<file path="config.mk">
export PLATFORM = sky130hd
export DESIGN_NAME = hazard_forward_unit
export DESIGN_NICKNAME = d
export VERILOG_FILES = /design/src/rtl/cpu_types_pkg.sv /design/src/rtl/hazard_forward_unit_mc_scoreboard.sv /design/src/rtl/hazard_forward_unit.sv
export SDC_FILE = /design/constraint.sdc
export NUM_CORES = 1
export LEC_CHECK = 0
export ABC_AREA = 1
export CAP_MARGIN = 15
export CORE_MARGIN = 1
export CORE_UTILIZATION = 52
export DETAILED_ROUTE_END_ITERATION = 8
export PLACE_DENSITY_LB_ADDON = 0.25
export RECOVER_POWER = 100
export SLEW_MARGIN = 20
export SYNTH_ARGS = -nofsm -noshare
export SYNTH_HDL_FRONTEND = slang
export SYNTH_SLANG_ARGS = --single-unit
</file>
<file path="constraint.sdc">
create_clock -name CLK -period 6.08 [get_ports CLK]
set_input_delay 1.216 -clock CLK [delete_from_list [all_inputs] [get_ports CLK]]
set_output_delay 1.216 -clock CLK [all_outputs]
set_load 0.03 [all_outputs]
</file>
<file path="src/rtl/cpu_types_pkg.sv">
// Shared pipeline types: register index and the forwarding-select encoding.
package cpu_types_pkg;

  typedef logic [4:0] regbits_t;

  typedef enum logic [1:0] {
    FWD_RF      = 2'b00,
    FWD_MEM     = 2'b01,
    FWD_WB      = 2'b10,
    FWD_MEM_ALT = 2'b11
  } fwd_sel_t;

endpackage

</file>
<file path="src/rtl/hazard_forward_unit_mc_scoreboard.sv">
// Multi-cycle op scoreboard: slot allocation, latency countdown and retire strobes.
module mc_scoreboard
  import cpu_types_pkg::*;
#(
  parameter int MC_DEPTH = 4,
  parameter int REG_W    = $bits(regbits_t),
  parameter int LAT_W    = 4,
  parameter int TAG_W    = 2,
  parameter int OCC_W    = 3
) (
  input  logic                            CLK,
  input  logic                            RST,
  input  logic                            issue,
  input  logic [REG_W-1:0]                issue_dest,
  input  logic [LAT_W-1:0]                issue_lat,
  output logic [TAG_W-1:0]                tag,
  output logic [MC_DEPTH-1:0]             slot_valid,
  output logic [MC_DEPTH-1:0][REG_W-1:0]  slot_dest,
  output logic [MC_DEPTH-1:0]             retire,
  output logic [OCC_W-1:0]                occupancy
);

  logic [MC_DEPTH-1:0][LAT_W-1:0] slot_cnt;
  logic [MC_DEPTH-1:0]            alloc;
  logic                           any_free;
  logic                           dest_clash;

  // A slot that retires this cycle is still valid, so it is never picked here.
  always_comb begin
    tag      = '0;
    alloc    = '0;
    any_free = 1'b0;
    for (int s = 0; s < MC_DEPTH; s++) begin
      if (!any_free && !slot_valid[s]) begin
        any_free = 1'b1;
        tag      = TAG_W'(s);
        alloc[s] = issue;
      end
    end
  end

  always_comb begin
    retire     = '0;
    occupancy  = '0;
    dest_clash = 1'b0;
    for (int s = 0; s < MC_DEPTH; s++) begin
      retire[s] = slot_valid[s] && (slot_cnt[s] == LAT_W'(1));
      occupancy = occupancy + OCC_W'(slot_valid[s] && !retire[s]);
      if (slot_valid[s] && (slot_dest[s] == issue_dest) && (issue_dest != '0)) begin
        dest_clash = 1'b1;
      end
    end
    occupancy = occupancy + OCC_W'(issue);
  end

  always_ff @(posedge CLK) begin
    if (RST) begin
      slot_valid <= '0;
      slot_dest  <= '0;
      slot_cnt   <= '0;
    end else begin
      for (int s = 0; s < MC_DEPTH; s++) begin
        if (alloc[s]) begin
          slot_valid[s] <= 1'b1;
          slot_dest[s]  <= issue_dest;
          slot_cnt[s]   <= (issue_lat == '0) ? LAT_W'(1) : issue_lat;
        end else if (retire[s]) begin
          slot_valid[s] <= 1'b0;
          slot_cnt[s]   <= '0;
        end else if (slot_valid[s]) begin
          slot_cnt[s]   <= slot_cnt[s] - LAT_W'(1);
        end
      end
    end
  end

  issue_needs_free_slot: assert property (@(posedge CLK) disable iff (RST) issue |-> any_free);
  issue_dest_not_in_flight: assert property (@(posedge CLK) disable iff (RST) issue |-> !dest_clash);

endmodule

</file>
<file path="src/rtl/hazard_forward_unit.sv">
// Operand forwarding selects, IF/ID stall generation and stall-cycle counter.
module hazard_forward_unit
  import cpu_types_pkg::*;
#(
  parameter int NUM_SRC  = 2,
  parameter int REG_W    = $bits(regbits_t),
  parameter int MC_DEPTH = 4,
  parameter int MAX_LAT  = 8,
  parameter int LAT_W    = $clog2(MAX_LAT + 1),
  parameter int TAG_W    = $clog2(MC_DEPTH)
) (
  input  logic                           CLK,
  input  logic                           RST,
  input  logic [NUM_SRC-1:0][REG_W-1:0]  ex_src,
  input  logic [NUM_SRC-1:0][REG_W-1:0]  id_src,
  input  logic [NUM_SRC-1:0]             id_src_used,
  input  logic [REG_W-1:0]               id_dest,
  input  logic                           id_regwrite,
  input  logic                           id_mc,
  input  logic [REG_W-1:0]               ex_dest,
  input  logic                           ex_regwrite,
  input  logic                           ex_is_load,
  input  logic                           ex_mc_issue,
  input  logic [LAT_W-1:0]               ex_mc_lat,
  input  logic [REG_W-1:0]               mem_dest,
  input  logic                           mem_regwrite,
  input  logic                           mem_alt,
  input  logic [REG_W-1:0]               wb_dest,
  input  logic                           wb_regwrite,
  input  logic                           perf_clr,
  output fwd_sel_t [NUM_SRC-1:0]         fwd_sel,
  output logic                           stall,
  output logic [TAG_W-1:0]               mc_tag,
  output logic [MC_DEPTH-1:0]            mc_wb_valid,
  output logic [MC_DEPTH-1:0][REG_W-1:0] mc_wb_dest,
  output logic [31:0]                    stall_count
);

  localparam int OCC_W = $clog2(MC_DEPTH + 2);

  logic [MC_DEPTH-1:0]            slot_valid;
  logic [MC_DEPTH-1:0][REG_W-1:0] slot_dest;
  logic [OCC_W-1:0]               occupancy;
  logic                           load_use, raw_mc, waw_mc, struct_mc;
  logic [31:0]                    perf_cnt;

  mc_scoreboard #(
    .MC_DEPTH (MC_DEPTH),
    .REG_W    (REG_W),
    .LAT_W    (LAT_W),
    .TAG_W    (TAG_W),
    .OCC_W    (OCC_W)
  ) u_scoreboard (
    .CLK        (CLK),
    .RST        (RST),
    .issue      (ex_mc_issue),
    .issue_dest (ex_dest),
    .issue_lat  (ex_mc_lat),
    .tag        (mc_tag),
    .slot_valid (slot_valid),
    .slot_dest  (slot_dest),
    .retire     (mc_wb_valid),
    .occupancy  (occupancy)
  );

  assign mc_wb_dest = slot_dest;

  // The younger EX/MEM result shadows MEM/WB; r0 always reads the register file.
  always_comb begin
    for (int i = 0; i < NUM_SRC; i++) begin
      fwd_sel[i] = FWD_RF;
      if (ex_src[i] != '0) begin
        if (mem_regwrite && (mem_dest == ex_src[i])) begin
          fwd_sel[i] = mem_alt ? FWD_MEM_ALT : FWD_MEM;
        end else if (wb_regwrite && (wb_dest == ex_src[i])) begin
          fwd_sel[i] = FWD_WB;
        end
      end
    end
  end

  // Slots with dest 0 never match because only nonzero sources/dests are compared.
  always_comb begin
    load_use = 1'b0;
    raw_mc   = 1'b0;
    waw_mc   = 1'b0;
    for (int i = 0; i < NUM_SRC; i++) begin
      if (ex_is_load && ex_regwrite && (ex_dest != '0) && id_src_used[i] && (id_src[i] == ex_dest)) begin
        load_use = 1'b1;
      end
      for (int s = 0; s < MC_DEPTH; s++) begin
        if (id_src_used[i] && (id_src[i] != '0) && slot_valid[s] && (slot_dest[s] == id_src[i])) begin
          raw_mc = 1'b1;
        end
      end
    end
    for (int s = 0; s < MC_DEPTH; s++) begin
      if (id_regwrite && (id_dest != '0) && slot_valid[s] && (slot_dest[s] == id_dest)) begin
        waw_mc = 1'b1;
      end
    end
    struct_mc = id_mc && (occupancy == OCC_W'(MC_DEPTH));
    stall     = load_use || raw_mc || waw_mc || struct_mc;
  end

  always_ff @(posedge CLK) begin
    if (RST || perf_clr) begin
      perf_cnt <= '0;
    end else if (stall && (perf_cnt != 32'hFFFF_FFFF)) begin
      perf_cnt <= perf_cnt + 32'd1;
    end
  end

  assign stall_count = perf_cnt;

endmodule

</file>
# Word-level counts from Yosys, hierarchy flattened
# Index checks and enable logic that the tools add are counted.
# word_totals
reg_bits	72
inputBits	57
out_inout_bits	63
elab_cells	176
# op_classes
addsub	9
eq_ne	24
mux	52
reduce_logical	78
# op_table
operator	count
$eq 5x5->1	18
$mux 4	13
$logic_and 1x1->1	50
$add 32x1->32 const B	1
$ne 32x32->1 const B	1
$mux 1	30
$reduce_bool 5->1	6
$mux 2	9
$eq 4x1->1 const B	4
$sub 4x1->4 const B	4
$reduce_bool 3->1	4
$add 3x1->3	3
$logic_not 1->1	9
$reduce_bool 2->1	4
$logic_not 4->1	1
$logic_or 1x1->1	4
$eq 3x3->1 const B	1
$add 1x1->2	1

# Logic depth before layout (Yosys ltp)
# logic_depth
ltp_word	16
depth_mapped	19
ltp_nobuf	17

# Hierarchy
# A second synthesis with hierarchy kept.
# unflattened
hier_cells	951
hier_area_um2	5605.4
# modules_own_cells
module	n_inst	cells_per_inst	area_each_um2	seq_area_each_um2
hazard_forward_unit	1	667	3565.9	640.6
mc_scoreboard	1	284	2039.5	800.8

# Least setup slack after synthesis
# OpenSTA, ideal clock, no wires.
# synth_timing
path_type	input to output
from	input ex_mc_issue
to	output stall
arrival_ns	3.887
required_time_ns	4.864
setup_slack_ns	0.977
cell_stages	15
n_path_buf	1
cell_sequence	inv_1 -> nor3_1 -> inv_1 -> nand2_1 -> nor2_1 -> ha_1 -> fa_1 -> ha_1 -> fa_1 -> nor2_1 -> nand3_1 -> nand2_1 -> nor2_1 -> nand2_2 -> buf_2
# synth_between
elab_chain_len	4
# synth_rtl
item	line_no	source
start: declaration	hazard_forward_unit.sv:23	input logic ex_mc_issue,
$add 3x1->3	hazard_forward_unit_mc_scoreboard.sv:53	occupancy = occupancy + OCC_W'(issue);
$eq 3x3->1	hazard_forward_unit.sv:102	struct_mc = id_mc && (occupancy == OCC_W'(MC_DEPTH));
$logic_and 1x1->1	hazard_forward_unit.sv:102	
$logic_or 1x1->1	hazard_forward_unit.sv:103	stall = load_use || raw_mc || waw_mc || struct_mc;
end: declaration	hazard_forward_unit.sv:32	output logic stall,
# Every way passes these cells.

# Final worst setup path
# Same ends and word-level chain as after synthesis.

==> flow_summary.ini <==
[outcome]
status = finished, final reports clean

[synth]
synthAdderAreaFrac_pct = 3.242
synth_cells = 929
synth.area.mux_share_pct = 0
ys_ff_latch = 72
syn_nets = 999
yosysTopAreaCell = dfxtp_1
synth-xor-area-share_pct = 6.712
avgSynthCellArea_um2 = 5.899
yosys_warnings = 0
synth_top_area_share_pct = 26.30
ys_seq_area_share_pct = 26.30
syn-cell-area_mm2 = 0.005480
synth-compound-area-share_pct = 14.04
synth_top_family_by_area = simple AND/OR/NAND/NOR gates
synth_cell_type_count = 36
synthSimpleGateAreaFrac_pct = 39.38
synth_area_leaders = dfxtp_1, nand2_1, nor2_1

[floorplan]
die_h_um = 104.7
rows = 37
fp.dieArea_mm2 = 0.01095
boundaryPins = 120
die_w_um = 104.7
floorplan.initialDensity_pct = 53.32
core_mm2 = 0.01028

[setup_path]
critical_path.max_fanout = 7
worstPathCellList = clkdlybuf4s50_1 -> inv_1 -> nor3_1 -> inv_1 -> nand2_1 -> nor2_1 -> ha_1 -> fa_1 -> ha_1 -> fa_1 -> nor2_1 -> nand3_1 -> nand2_1 -> nor2_1 -> nand2_2 -> clkbuf_2
rr_worst_depth = 18
critical_path_buf_inv_count = 4
cp_data_arrival_time_ps = 4520
r2r-end = stall_count[14]
crit_slowest_cell = clkdlybuf4s50_1
crit_required_ps = 4860
rrSetupSlack_ps = 1380
cp-start-kind = input port
r2r_start = u_scoreboard.slot_valid[0]
path_delay_family = adder cells
critPathMostFrequentCell = nor2_1
end_kind = output port
crit_type = in2out
cp.depth = 16
crit_path_max_incr_delay_ps = 560

[place]
hpwl_um = 12550
portBuffers = 119
routabilityCongestion = 0.9982
placed_cell_area_mm2 = 0.006743

[clock_tree]
cts.path.max_buffers = 2
htree_num_levels = 3
postCtsSetupBuffers = 0
worstSkewPairLatency_ps = 350
cts_resized = 0
clockRootBuffer = clkbuf_8
path_clk_slew_ps = 70
cts_hold_buf = 0
cts_tree = yes
cts_made_buffers = 9
clock-sinks = 72

[timing]
slew_violations = 0
tightest_slew_ps = 1022
maxSlewHeadroom_pct = 31.72
setup_viol = 0
max_freq_ghz = 0.1743
tns_ps = 0
fin_crit_sh_pct = 94.38
rsz0062_at_grt = no
hold_viol_final = 0
finalCriticalPeriod_ps = 5738
skew_ps = 9.277

[drt]
first_pass_iters = 5
vias_per_cell = 5.433
ant_nets = 0
drtIter0Drc = 593
num_vias = 6406
wl_per_cell_um = 14.08
drc = 0
drt_wl_total_um = 16600

[global_routing]
overflow = 0
grt_max_degree = 35
first_global_vias = 5630
grt_antenna_before_repair = 0
grt_pass1_wl_um = 27170
track_usage_pct = 30.55

[worst_hold_path]
min_to = u_scoreboard.slot_cnt[9]
hp-start = u_scoreboard.slot_cnt[9]
whs_path_depth = 2
hold_class = reg2reg

[pwr]
p_switching_mw = 0.3423
peakVddDrop_uv = 116.6
power_frac_comb_pct = 21.6
sw_frac_of_total_pct = 30.78
p_leak_nw = 3.105
p_clk_share_pct = 33.0
p_per_area_mw_per_mm2 = 160.9
power.internal_mw = 0.7697
p_seq_share_pct = 45.4

[finish]
layout_commonest_cell = nand2_1
final_cell_mix = nand2_1, nor2_1, inv_1, dfxtp_1
diodes = 0
drive_gt1_share_pct = 3.835
syn_to_final_growth_pct = 26.07
nets = 1108
final_area_mm2 = 0.006909

[job]
cap_violations = 0
## logic make-up after synthesis
family | after synthesis
AOI/OAI and AO/OA | 142
xor gates and xnor gates | 42
buffers and inverters | 142
DFF | 72
and+or+nand+nor | 518
adders and majority gates | 13
## power by group through the flow
stage	clock [mW]	combinational (mW)	sequential, mW
3_3_place_gp	0	0.238	0.515
3_5_place_dp	0	0.240	0.515
5_1_grt	0.396	0.267	0.507
4_1_cts	0.374	0.242	0.504
6_report	0.367	0.240	0.504
2_1_floorplan	0	0.138	0.519
## synth_stat cells (all sizes together)
cell type,instances
o21ai,50
nor3,28
nand3b,1
a22oi,2
xor2,27
a31oi,7
a211oi,2
xnor2,15
o32ai,1
buf,11
o2111ai,3
o221ai,3
nand4,16
inv,117
clkbuf,14
or3,2
o22ai,7
o31ai,1
a21oi,65
nand3,65
ha,11
fa,2
nand2,278
dfxtp,72
nor4,1
nor2,127
o21a,1
## registers in the layout (all words and copies together), names as in the netlist
name and flops:
stall_count 32, u_scoreboard.slot_dest 20, u_scoreboard.slot_valid 4, u_scoreboard.slot_cnt 16
## final cells by class
type	count	area [um2]
sequential	72	1441
timing repair buffer	123	1205
fill	1005	3368
clock buffer	10	127.6
multi-input combinational	715	3466
inverter	117	439.2
tap	136	170.2
clock inverter	6	60.06
## layer usage
| metal | share of wire, % | track usage (%) |
|---|---|---|
| met5 | 0 | 0 |
| met4 | 2.2 | 9.557 |
| met3 | 10 | 5.240 |
| met2 | 43 | 47.92 |
| met1 | 45 | 42.59 |
## worst min-delay path: cells and delay by family (launching register included)
kind | cells | cell delay (ps)
AND/OR/NAND/NOR | 1 | 70
flip-flops | 1 | 320
AO/OA/AOI/OAI | 1 | 60
## per-stage QoR
| stage | hold slack [ps] | worst slack (ps) | util (%) | instances | total power, mW |
|---|---|---|---|---|---|
| detailed placement | 481.5 | 379.3 | 65.61 | 1163 | 0.7548 |
| CTS | 496.9 | 358.4 | 67.43 | 1179 | 1.121 |
| global route | 532.1 | 135.3 | 67.23 | 1179 | 1.171 |
| floorplan | 451.5 | 976.7 | - | 929 | 0.6564 |
| finish | 489.2 | 341.8 | 67.23 | 1179 | 1.112 |
| global placement | 466.8 | 450.5 | 65.61 | 1163 | 0.7531 |
## worst max-delay path by stage
stage | to | from | slack (ps)
floorplan | stall | ex_mc_issue | 980
global placement | stall | ex_mc_issue | 450
detailed placement | stall | ex_mc_issue | 380
CTS | stall | ex_mc_issue | 360
global route | stall | ex_mc_issue | 140
finish | stall | ex_mc_issue | 340
Power figures use the tool's default switching activity.
